## src/rtl/mem_stage_pkg.sv

```systemverilog
// mem_stage_pkg: shared definitions for the memory-access stage.
//   - bus widths of the EX->MEM and MEM->WB payloads
//   - load-type encodings carried in ld_op
//   - bit-field offsets of both buses, plus packed structs with the same layout
package mem_stage_pkg;

  localparam int ES_TO_MS_BUS_WD = 75;
  localparam int MS_TO_WS_BUS_WD = 71;

  localparam logic [2:0] LD_W  = 3'b000;
  localparam logic [2:0] LD_B  = 3'b001;
  localparam logic [2:0] LD_BU = 3'b010;
  localparam logic [2:0] LD_H  = 3'b011;
  localparam logic [2:0] LD_HU = 3'b100;

  // EX->MEM bus field offsets (LSB of each field)
  localparam int ES_RES_FROM_MEM = 74;
  localparam int ES_LD_OP_LSB    = 71;
  localparam int ES_GR_WE        = 70;
  localparam int ES_DEST_LSB     = 65;
  localparam int ES_ALU_LSB      = 33;
  localparam int ES_PC_LSB       = 1;
  localparam int ES_IS_EXC       = 0;

  // MEM->WB bus field offsets (LSB of each field)
  localparam int MS_GR_WE        = 70;
  localparam int MS_DEST_LSB     = 65;
  localparam int MS_RESULT_LSB   = 33;
  localparam int MS_PC_LSB       = 1;
  localparam int MS_IS_EXC       = 0;

  typedef struct packed {
    logic        res_from_mem;
    logic [2:0]  ld_op;
    logic        gr_we;
    logic [4:0]  dest;
    logic [31:0] alu_result;
    logic [31:0] pc;
    logic        is_exc;
  } es_to_ms_t;

  typedef struct packed {
    logic        gr_we;
    logic [4:0]  dest;
    logic [31:0] final_result;
    logic [31:0] pc;
    logic        is_exc;
  } ms_to_ws_t;

endpackage

```

## src/rtl/mem_stage_ld_align.sv

```systemverilog
// ld_align: combinational load-data alignment and extension.
//   ld_op  in  3  - load type (W/B/BU/H/HU, unknown codes behave as W)
//   offset in  2  - byte address bits [1:0]; halfword uses offset[1]
//   word   in 32  - raw 32-bit data word
//   result out 32 - aligned, sign/zero-extended load value
// Kept free of any stage state so the cache path can reuse it.
module ld_align
  import mem_stage_pkg::*;
(
  input  logic [2:0]  ld_op,
  input  logic [1:0]  offset,
  input  logic [31:0] word,
  output logic [31:0] result
);

  function automatic logic signed [31:0] sext8(input logic signed [7:0] b);
    return 32'(b);
  endfunction

  function automatic logic signed [31:0] sext16(input logic signed [15:0] h);
    return 32'(h);
  endfunction

  logic [7:0]  byte_sel;
  logic [15:0] half_sel;

  always_comb begin
    byte_sel = word[7:0];
    case (offset)
      2'd0:    byte_sel = word[7:0];
      2'd1:    byte_sel = word[15:8];
      2'd2:    byte_sel = word[23:16];
      default: byte_sel = word[31:24];
    endcase
    half_sel = offset[1] ? word[31:16] : word[15:0];

    result = word;
    case (ld_op)
      LD_B:    result = sext8(byte_sel);
      LD_BU:   result = {24'd0, byte_sel};
      LD_H:    result = sext16(half_sel);
      LD_HU:   result = {16'd0, half_sel};
      default: result = word;
    endcase
  end

endmodule

```

## src/rtl/mem_stage.sv

```systemverilog
// mem_stage: memory-access stage between execute and writeback.
//   clk, resetn                      - clock, asynchronous active-low reset
//   es_to_ms_valid/es_to_ms_bus      - EX payload in (75 bits)
//   ms_allowin                       - stage can take an EX payload this cycle
//   data_sram_data_ok/_rdata         - in-order load responses
//   ws_allowin, ws_flush             - WB backpressure and exception flush
//   ms_to_ws_valid/ms_to_ws_bus      - payload out to WB (71 bits)
//   ms_to_ds_dest/_result/_ld_pending- forwarding and load-use stall view for decode
//   ms_stall_cnt                     - load stall cycle counter
// Optional feature: define MS_STALL_CNT_EN to build the stall counter;
// otherwise ms_stall_cnt is tied to zero.
module mem_stage
  import mem_stage_pkg::*;
(
  input  logic        clk,
  input  logic        resetn,
  input  logic        es_to_ms_valid,
  input  logic [74:0] es_to_ms_bus,
  output logic        ms_allowin,
  input  logic        data_sram_data_ok,
  input  logic [31:0] data_sram_rdata,
  input  logic        ws_allowin,
  input  logic        ws_flush,
  output logic        ms_to_ws_valid,
  output logic [70:0] ms_to_ws_bus,
  output logic [4:0]  ms_to_ds_dest,
  output logic [31:0] ms_to_ds_result,
  output logic        ms_to_ds_ld_pending,
  output logic [31:0] ms_stall_cnt
);

  es_to_ms_t   ms_bus_p0;
  ms_to_ws_t   ws_bus;
  logic        ms_vld_p0;
  logic        buf_vld_p0;
  logic [31:0] buf_data_p0;
  logic        discard_p0;

  logic        data_ok_acc;
  logic        ms_ready_go;
  logic        buf_take;
  logic        discard_set;
  logic [31:0] ld_word;
  logic [31:0] ld_result;
  logic [31:0] final_result;

  // A response arriving while discard is set belongs to a flushed load.
  assign data_ok_acc = data_sram_data_ok && !discard_p0;
  assign ms_ready_go = !ms_bus_p0.res_from_mem || buf_vld_p0 || data_ok_acc;
  assign ms_allowin  = !ms_vld_p0 || (ms_ready_go && ws_allowin);

  assign ms_to_ws_valid      = ms_vld_p0 && ms_ready_go && !ws_flush;
  assign ms_to_ds_ld_pending = ms_vld_p0 && ms_bus_p0.res_from_mem && !ms_ready_go;
  assign ms_to_ds_dest       = ms_bus_p0.dest & {5{ms_vld_p0 && ms_bus_p0.gr_we}};

  // Park the response when WB is not accepting, so the SRAM word is not lost.
  assign buf_take = data_ok_acc && ms_vld_p0 && ms_bus_p0.res_from_mem &&
                    !buf_vld_p0 && !ws_allowin && !ws_flush;

  // A flushed load that has not seen its response still has one in flight.
  assign discard_set = ws_flush && ms_vld_p0 && ms_bus_p0.res_from_mem &&
                       !buf_vld_p0 && !data_sram_data_ok;

  assign ld_word = buf_vld_p0 ? buf_data_p0 : data_sram_rdata;

  ld_align u_ld_align (
    .ld_op  (ms_bus_p0.ld_op),
    .offset (ms_bus_p0.alu_result[1:0]),
    .word   (ld_word),
    .result (ld_result)
  );

  assign final_result = ms_bus_p0.res_from_mem ? ld_result : ms_bus_p0.alu_result;

  always_comb begin
    ws_bus.gr_we        = ms_bus_p0.gr_we;
    ws_bus.dest         = ms_bus_p0.dest;
    ws_bus.final_result = final_result;
    ws_bus.pc           = ms_bus_p0.pc;
    ws_bus.is_exc       = ms_bus_p0.is_exc;
  end

  assign ms_to_ws_bus    = ws_bus;
  assign ms_to_ds_result = final_result;

  // ---- p0: EX -> MEM register boundary ----
  always_ff @(posedge clk or negedge resetn) begin
    if (!resetn) begin
      ms_vld_p0  <= 1'b0;
      ms_bus_p0  <= '0;
      buf_vld_p0 <= 1'b0;
      discard_p0 <= 1'b0;
    end else begin
      if (ws_flush)
        ms_vld_p0 <= 1'b0;
      else if (ms_allowin)
        ms_vld_p0 <= es_to_ms_valid;

      if (es_to_ms_valid && ms_allowin)
        ms_bus_p0 <= es_to_ms_bus;

      if (ws_flush || (ms_to_ws_valid && ws_allowin))
        buf_vld_p0 <= 1'b0;
      else if (buf_take)
        buf_vld_p0 <= 1'b1;

      if (discard_set)
        discard_p0 <= 1'b1;
      else if (data_sram_data_ok)
        discard_p0 <= 1'b0;
    end
  end

  // Buffered word is only observed while buf_vld_p0 is set.
  always_ff @(posedge clk) begin
    if (buf_take)
      buf_data_p0 <= data_sram_rdata;
  end

`ifdef MS_STALL_CNT_EN
  logic [31:0] stall_cnt_p0;

  always_ff @(posedge clk or negedge resetn) begin
    if (!resetn)
      stall_cnt_p0 <= '0;
    else if (ms_vld_p0 && !ms_ready_go)
      stall_cnt_p0 <= stall_cnt_p0 + 32'd1;
  end

  assign ms_stall_cnt = stall_cnt_p0;
`else
  assign ms_stall_cnt = '0;
`endif

endmodule

```

## config.mk

```make
export PLATFORM = sky130hd
export DESIGN_NAME = mem_stage
export DESIGN_NICKNAME = d
export VERILOG_FILES = /design/src/rtl/mem_stage_pkg.sv /design/src/rtl/mem_stage_ld_align.sv /design/src/rtl/mem_stage.sv
export SDC_FILE = /design/constraint.sdc
export NUM_CORES = 1
export LEC_CHECK = 0
export ABC_CLOCK_PERIOD_IN_PS = 5900
export CAP_MARGIN = 10
export CELL_PAD_IN_SITES_DETAIL_PLACEMENT = 0
export CELL_PAD_IN_SITES_GLOBAL_PLACEMENT = 2
export CORE_MARGIN = 1
export CORE_UTILIZATION = 27
export DETAILED_ROUTE_END_ITERATION = 8
export PLACE_DENSITY = 0.87
export SETUP_SLACK_MARGIN = 0.4
export SLEW_MARGIN = 20
export SYNTH_ARGS = -nofsm -noshare
export SYNTH_HDL_FRONTEND = slang
export SYNTH_SLANG_ARGS = --single-unit
```

## constraint.sdc

```tcl
create_clock -name clk -period 5.9 [get_ports clk]
set_input_delay 1.18 -clock clk [delete_from_list [all_inputs] [get_ports clk]]
set_output_delay 1.18 -clock clk [all_outputs]
set_load 0.01 [all_outputs]
```

==> metrics <==
status=finished clean; flop2flop setup slack=2.78 ns; #FFs+latches synth=110; Finished Core Util=around 37%; PwrDens=283.4 nW/um^2; register area share after synthesis=46.85%; hold path startpoint=ms_bus_p0[36]; Comb power frac=35.8%; post-CTS setup buffers=0; Internal=1.615 mW; crit-path most repeated cell=clkdlybuf4s50_1; H-tree lvl count=3; largest net degree at the start of global routing=76; Filler cells=roughly 2200; total design power=2.353 mW; CP max stage delay=between 0.7 and 0.8 ns; sink of the worst hold path=ms_bus_p0[36]; switching part of the total power=a little under a third; Place WS=about 0.66 ns; most frequent cells after synthesis=buf_4, mux2_2, dfrtp_1; DRT Wirelength=around 18000 um; CTS max path bufs=2; number of core rows=55; CTS tree=done; Crit Path Max Fanout=24; post-cts repair resize count=0; cell area after synthesis=6217 um^2; RSZ-0062 raised after global routing=no; Synth Warn #=0; mean area per synthesized cell=11.62 um^2; WL/cell=18.33 um; Reg power frac=about two fifths; core area=about 23000 um^2; Compound-Gate Fraction of Synth Area=9.096%; top_reg_cell synth=dfrtp_1; final clock skew=0.01092 ns; Leakage=3.132 nW; Worst Path Required=4.72 ns; Final Cycle Share=88.54%; Critical Path AT=4.04 ns; Post-Synth Adder-Cell Area=less than 1%; routed vias/inst=around 4.6; mux contribution to synthesized area=around 22%; io pins=256; Slew HR=32.57%; worst setup margin=between 0.6 and 0.7 ns; Worst R2R Path Depth=5; Placed Instances=between 900 and 1000; first-pass GRT wire length=26850 um; clock power share=24.5%; Post-synth EDFFs=32; worst slew pin tran=1.012 ns; Max IR drop VDD=0.0001281 V; Hold Path Class=flop to flop; DIE HEIGHT=153.7 um; simple-gate share of the synthesized area=6.460%; Max Clock Freq=191.4 MHz; Final TNS setup=0 ns; cts bufs inserted=9; Tot GR Track Use=between 10% and 20%; ys async rst share=70.91%; remaining antenna violation count after routing=0; initial antenna violation count=1; Max-Cap Viols=0; sequence of cells on the critical path=clkdlybuf4s50_1 -> mux2_4 -> mux4_2 -> a31oi_4 -> a41oi_1 -> clkdlybuf4s50_1; GP Congestion=0.8200; final setup fails=0; WP buf/inv=2; port bufs=223; Die X=153.7 um; DRC viols=0; Iteration-0 DRC Markers=218; most frequent cell after synthesis=buf_4; CTS clk-pin slew, worst paths=about 0.070 ns; Setup CP Type=input pin to primary output; CTS sink cnt=110; clk_lat worst skew=between 0.3 and 0.4 ns; worst flop-to-flop path endpoint=ms_to_ws_bus[30]; starting density of the core=27.46%; Synth area leaders=dfrtp_1, mux2_2, edfxtp_1; final std cells w/o fill=961; min Tclk post-route=5.224 ns; Max Transition Viols Final=0; HPWL after DPL=13190 um; NumNets Final=784; fraction of layout cells with a size suffix above 1=20.30%; Post-Syn Instances=between 500 and 600; CP Launch Type=input pin; Worst R2R Start=buf_vld_p0; Area growth syn-to-layout=33.55%; cell family with most CP delay=buffers and inverters; xor/xnor cell area share of the yosys netlist=less than 1%; vias in the first global route=4468; clk root buf=clkbuf_16; CP endpoint kind=primary output; full die area=23640 um^2; P_sw=737.7 uW; DRT Pass-1 Iters=5; worst hold stages=1; register area=2915 um^2; GR Overflow Total=0; critical path's slowest cell=a31oi_4; Cell variety after synth=between 40 and 50; top cell type's share of synthesized area=31.39%; Hold Vio Cnt, Final=0; largest area contributor in the netlist=dfrtp_1; vias=4431; combinational family with the most area after synthesis=multiplexers; hold_buf cts=0; Multi-input gate area=roughly 2500 um^2
==> stage by stage <==
stage                     instance area, um^2  hold WS, ns
after floorplan                          6334       0.4667
after global placement                   8036       0.4862
after detailed placement                 8036       0.4948
after CTS                                8300       0.5127
after global routing                     8300       0.5272
final                                    8303       0.5083
==> power by group through the flow <==
stage / registers, mW / logic (mW) / clock network [mW]
6_report: 0.934 / 0.842 / 0.576
5_1_grt: 0.949 / 0.902 / 0.626
4_1_cts: 0.936 / 0.853 / 0.600
3_5_place_dp: 0.952 / 0.849 / 0
3_3_place_gp: 0.949 / 0.845 / 0
2_1_floorplan: 0.906 / 0.541 / 0
==> layout by cell type, fill, tap and decap left out, types with 4 or more instances in the layout <==
cell type,Yosys,final
o221ai_1,4,4
nand3_1,5,5
and3_1,6,6
a221oi_1,5,5
mux4_2,7,7
buf_4,104,5
mux2_2,100,100
mux2i_1,6,6
inv_1,6,6
dfrtp_1,78,76
clkdlybuf4s50_1,0,222
a22oi_1,5,5
edfxtp_1,32,32
o21ai_0,6,6
conb_1,1,32
a31oi_1,4,4
nor2_1,41,41
clkbuf_16,0,9
nand2_1,11,11
nor2b_1,4,4
a21oi_1,43,43
==> worst register-to-register path: stages (launching register included) <==
cell,delay (ns)
dfrtp_2,1.02
nand2b_1,0.23
o21ai_0,0.26
a21boi_4,0.23
buf_4,0.75
mux2_2,0.52
==> cell families (layout without fill, tap and decap cells) <==
logic type / count (synthesis) / after routing
buf+inv: 139 / 248
mux: 114 / 114
flops: 110 / 110
compound gates: 87 / 87
simple gates: 82 / 82
fa+ha+maj: 1 / 1
other cells: 1 / 33
xor+xnor: 1 / 1
==> flip-flops by register name (all words and copies together) (netlist names) <==
name	cells
ms_to_ws_bus	39
ms_bus_p0	36
buf_data_p0	32
buf_vld_p0	1
discard_p0	1
ms_vld_p0	1
==> area by class of cell <==
class,instances,area share [%]
Antenna cell,1,0.03014
Clock buffer,9,2.712
Clock inverter,6,0.4671
Inverter,6,0.2712
Multi-Input combinational cell,317,29.90
Sequential cell,110,35.11
Tap cell,285,4.295
Timing Repair Buffer,227,27.22
==> worst max-delay path by stage <==
stage,start,end,slack [ns],cells past startpoint
after floorplan,data_sram_data_ok,buf_data_p0[0],0.53,2
after global placement,data_sram_rdata[23],ms_to_ds_result[14],0.72,6
after detailed placement,data_sram_rdata[23],ms_to_ws_bus[47],0.66,6
after CTS,data_sram_rdata[23],ms_to_ws_bus[47],0.65,6
after global routing,buf_vld_p0,ms_to_ds_result[14],0.50,5
final,data_sram_rdata[23],ms_to_ds_result[14],0.68,6
==> per-layer routing <==
layer	track usage, %	wire [um]
met4	6.571	503
met1	19.94	7687
met5	0	0
met2	22.75	8136
met3	4.594	1288
Power figures use the tool's default switching activity.
